===== src/rtl/dmem_arbiter.sv =====
`default_nettype none
// +----------------------------------------------------------------------------+
// | dmem_arbiter : shares the PCPU data-memory port with a host/debug requester |
// | Revision     : 1.0                                                          |
// +----------------------------------------------------------------------------+
module dmem_arbiter #(
  parameter int ADDR_W    = 8,
  parameter int DATA_W    = 16,
  parameter int MAX_BURST = 4,
  parameter int MIN_GAP   = 2
) (
  input  logic              clock,
  input  logic              reset,
  input  logic              cpu_enable_in,
  output logic              cpu_enable,
  input  logic [ADDR_W-1:0] cpu_d_addr,
  input  logic [DATA_W-1:0] cpu_d_dataout,
  input  logic              cpu_d_we,
  output logic [DATA_W-1:0] cpu_d_datain,
  input  logic              host_req,
  input  logic              host_we,
  input  logic [ADDR_W-1:0] host_addr,
  input  logic [DATA_W-1:0] host_wdata,
  output logic              host_ack,
  output logic [DATA_W-1:0] host_rdata,
  output logic              host_grant,
  output logic [ADDR_W-1:0] mem_addr,
  output logic [DATA_W-1:0] mem_wdata,
  output logic              mem_we,
  input  logic [DATA_W-1:0] mem_rdata
);

  localparam int c_BURST_W = $clog2(MAX_BURST + 1);
  localparam int c_GAP_W   = (MIN_GAP > 0) ? $clog2(MIN_GAP + 1) : 1;
  localparam logic [c_BURST_W-1:0] c_BURST_LAST = c_BURST_W'(MAX_BURST - 1);
  localparam logic [c_GAP_W-1:0]   c_GAP_LOAD   = c_GAP_W'(MIN_GAP);

  typedef enum logic [1:0] {
    ST_CPU    = 2'd0,
    ST_H_ACC  = 2'd1,
    ST_H_RESP = 2'd2
  } state_t;

  state_t                r_state;
  state_t                w_next_state;
  logic [c_BURST_W-1:0]  r_burst_cnt;
  logic [c_BURST_W-1:0]  w_burst_nxt;
  logic [c_GAP_W-1:0]    r_gap_cnt;
  logic [c_GAP_W-1:0]    w_gap_nxt;
  logic                  r_ack;
  logic [DATA_W-1:0]     r_rdata;
  logic [ADDR_W-1:0]     w_mem_addr;
  logic [DATA_W-1:0]     w_mem_wdata;
  logic                  w_mem_we;

  always_ff @(posedge clock or negedge reset) begin
    if (!reset) begin
      r_state     <= ST_CPU;
      r_burst_cnt <= '0;
      r_gap_cnt   <= '0;
      r_ack       <= 1'b0;
      r_rdata     <= '0;
    end else begin
      r_state     <= w_next_state;
      r_burst_cnt <= w_burst_nxt;
      r_gap_cnt   <= w_gap_nxt;
      r_ack       <= (r_state == ST_H_ACC);
      // Synchronous RAM: data for the H_ACC address is on mem_rdata during H_RESP
      if ((r_state == ST_H_RESP) && !host_we) begin
        r_rdata <= mem_rdata;
      end
    end
  end

  always_comb begin
    w_next_state = r_state;
    w_burst_nxt  = r_burst_cnt;
    w_gap_nxt    = r_gap_cnt;
    w_mem_addr   = cpu_d_addr;
    w_mem_wdata  = cpu_d_dataout;
    w_mem_we     = cpu_d_we;
    case (r_state)
      ST_CPU: begin
        if (r_gap_cnt != '0) begin
          w_gap_nxt = r_gap_cnt - c_GAP_W'(1);
        end
        if (host_req && (r_gap_cnt == '0)) begin
          w_next_state = ST_H_ACC;
          w_burst_nxt  = '0;
        end
      end
      ST_H_ACC: begin
        w_mem_addr   = host_addr;
        w_mem_wdata  = host_wdata;
        w_mem_we     = host_we;
        w_next_state = ST_H_RESP;
      end
      ST_H_RESP: begin
        w_mem_addr  = host_addr;
        w_mem_wdata = host_wdata;
        w_mem_we    = 1'b0;
        w_burst_nxt = r_burst_cnt + c_BURST_W'(1);
        // A request still high in the ack cycle is the next transfer of the burst
        if (host_req && (r_burst_cnt < c_BURST_LAST)) begin
          w_next_state = ST_H_ACC;
        end else begin
          w_next_state = ST_CPU;
          w_gap_nxt    = c_GAP_LOAD;
        end
      end
      default: begin
        w_next_state = ST_CPU;
      end
    endcase
  end

  assign cpu_enable   = cpu_enable_in & (r_state == ST_CPU);
  assign host_grant   = (r_state != ST_CPU);
  assign cpu_d_datain = mem_rdata;
  assign host_ack     = r_ack;
  assign host_rdata   = r_rdata;
  assign mem_addr     = w_mem_addr;
  assign mem_wdata    = w_mem_wdata;
  assign mem_we       = w_mem_we;

endmodule
`default_nettype wire

===== config.mk =====
export PLATFORM = sky130hd
export DESIGN_NAME = dmem_arbiter
export DESIGN_NICKNAME = d
export VERILOG_FILES = /design/src/rtl/dmem_arbiter.sv
export SDC_FILE = /design/constraint.sdc
export NUM_CORES = 1
export LEC_CHECK = 0
export CAP_MARGIN = 40
export CORE_MARGIN = 3
export CORE_UTILIZATION = 35
export DETAILED_ROUTE_END_ITERATION = 8
export PLACE_DENSITY = 0.94
export SETUP_SLACK_MARGIN = 0.4
export SYNTH_ARGS = -nofsm -noshare
export SYNTH_HDL_FRONTEND = slang
export SYNTH_SLANG_ARGS = --single-unit

===== constraint.sdc =====
create_clock -name clock -period 4.25 [get_ports clock]
set_clock_uncertainty 0.05 [all_clocks]
set_input_delay 1.275 -clock clock [delete_from_list [all_inputs] [get_ports clock]]
set_output_delay 1.275 -clock clock [all_outputs]
set_load 0.1 [all_outputs]

==> results.yml <==
outcome:
  outcome: "complete, no violations"
clocking:
  cts_resized: 0
  clockBufferDepth: 2
  tritoncts: "built"
  cts-htree-levels: 1
  cts_root_buffer: "clkbuf_8"
  hold_buffers: 0
  clk_pin_slew_worst_paths_ns: 0.08
  cts_setup_buffers: 0
  cts_made_buffers: 3
  clk_latency_ns: 0.26
  cts_sinks: 24
cells_and_area:
  syn2layout_area_growth_pct: 117
  drive_gt1_frac: 0.417
  final_cell_area_sq_um: 3470
  finalNetCount: 343
  antenna_cells: 0
route:
  final_antenna_net_count: 0
  drt_pre_antenna_iters: 4
  routed_via_density: 4.87
  routed_wl_mm: 5.11
  wl_per_cell_um: 16.3
  drt_drc_violations_left: 0
  drt_iter0_markers: 52
  vias: 1529
synth:
  synth_cell_types: 28
  netlist.area_leader.share: 0.376
  syn_area_sq_um: 1600
  synthTopCellsByArea: "dfrtp_1, mux2_2, mux2_4"
  avgSynthCellArea_sq_um: 11.8
  yosysTopAreaCell: "dfrtp_1"
  syn_inst: 135
  yosysWarnings: 0
  syn_nets: 212
  yosysSeqAreaShare: 0.376
  ys_seq_elements: 24
floorplanning:
  fp.dieH_um: 73.5
  io_pins: 130
  rows: 23
  core-area_sq_um: 4200
  dieArea_sq_um: 5400
  dieWidth_um: 73.5
  initial_core_util: 0.380
grt:
  top_usage_layer: "met2"
  grt_antenna_before_repair: 0
  grt_pass1_wl_mm: 8.41
  use_met3: 0.0711
  grt_overflow: 0
  grt_usage: 0.203
  met2_usage: 0.397
  use_met1: 0.204
  grt_max_degree: 17
  grt_pass1_vias: 1745
sta:
  worstMarginPinSlew_ns: 0.563
  min_period_ns: 3.63
  min_period_over_period: 0.854
  slew_headroom: 0.624
  tns_ns: 0
  rsz0062_at_grt: "false"
  setup_viol: 0
  fmax_mhz: 275
  slew_viol_final: 0
  hold_violations: 0
critical_path:
  arrival_ns: 2.31
  crit_path_end_kind: "primary output"
  crit_type: "reg -> out"
  crit_fanout: 14
  startpoint_type: "register"
  cp_data_required_time_ns: 2.92
place:
  numPortBuffers: 129
  gp_congestion: 0.741
  placedInstanceArea_sq_um: 3430
  hpwl_mm: 4.57
worst_hold_path:
  hold_class: "reg -> reg"
flow_run:
  maxCapViolCount: 0
==> synthesized netlist by cell type <==
master     n
mux2_2    31
dfrtp_1   24
buf_4     18
mux2_4    10
ha_1       7
inv_1      7
a21oi_1    6
nand3_1    4
o21ai_0    4
buf_2      3
nand2_1    3
nor2_1     2
a21boi_1   1
a311o_1    1
a31o_2     1
and2_1     1
buf_12     1
buf_6      1
nand2b_1   1
nand3b_1   1
nand4_1    1
nor2b_1    1
nor4b_1    1
nor4bb_1   1
o211a_1    1
o211ai_1   1
o31ai_1    1
xor2_1     1
==> state kept, by name, indices dropped and copies added, names as in the netlist <==
signal	count
r_state	2
host_ack	1
r_gap_cnt	2
r_burst_cnt	3
host_rdata	16
==> final timing paths <==
check	endpoint	cells past startpoint	slack, ns	startpoint
worst min-delay path	host_rdata[13]	1	0.46	host_rdata[13]
worst max register to register	host_rdata[2]	5	2.28	r_state[0]
worst max-delay path	mem_addr[6]	5	0.62	r_state[0]
max in group asynchronous	host_rdata[6]	2	2.43	reset
worst min register to register	host_rdata[13]	1	0.46	host_rdata[13]
min in group asynchronous	host_rdata[3]	1	1.27	reset
==> per-layer routing <==
metal | vias to the layer above | share of wire
met4 | 0 | 0.0086
met1 | 710 | 0.32
met2 | 98 | 0.55
met3 | 5 | 0.11
met5 | - | 0
li1 | 716 | -
==> cell usage in the layout, fill, tap and decap left out <==
master	Yosys	final
o31ai_1	1	1
buf_16	0	2
clkbuf_8	0	3
xor2_1	1	1
o21ai_2	0	1
nor2_1	2	2
nand2b_1	1	1
nand3b_1	1	1
a311o_1	1	1
nor4b_1	1	1
nor4bb_1	1	1
inv_1	7	7
o211ai_1	1	1
dfrtp_1	24	24
a21oi_1	6	6
nand4_1	1	1
o21ai_0	4	3
mux2_2	31	31
a31o_2	1	1
nor2b_2	0	1
and2_1	1	1
ha_1	7	7
mux2_4	10	10
buf_4	18	9
nand2_1	3	3
a21boi_1	1	1
o211a_1	1	1
buf_12	1	36
nand3_1	4	4
clkdlybuf4s50_1	0	86
buf_8	0	16
==> metrics by stage <==
stage	hold WS, ns	setup WS [ns]	utilization	std cells
finish	0.463	0.620	0.825	314
global route	0.490	0.450	0.825	314
CTS	0.467	0.604	0.825	314
detailed placement	0.444	0.688	0.816	311
global placement	0.441	0.730	0.745	293
floorplan	0.445	0.815	-	135
==> cell type report <==
type,count,area (sq um)
multi-input cells,81,793
clock buffers,3,41.3
repair buffers,149,1940
inverters,7,26.3
fillers,212,733
flip-flops and latches,24,601
well taps,50,62.6
==> critical path: stages, from the launching register on <==
cell	delay (ns)
dfrtp_1	0.43
inv_1	0.09
ha_1	0.65
buf_4	0.31
mux2_2	0.38
buf_12	0.17
==> logic make-up (layout without fill, tap and decap cells) <==
logic type	Yosys count	in the layout	synth area share
adders and majority gates	7	7	0.0549
buffers and inverters	30	159	0.130
and+or+nand+nor	16	16	0.0565
muxes	41	41	0.313
xor gates and xnor gates	1	1	0.00549
DFF	24	24	0.376
AOI/OAI and AO/OA	16	16	0.0635
Power is not shown: default switching activity piles up to over one toggle a cycle in this logic, so the estimate is an artifact.
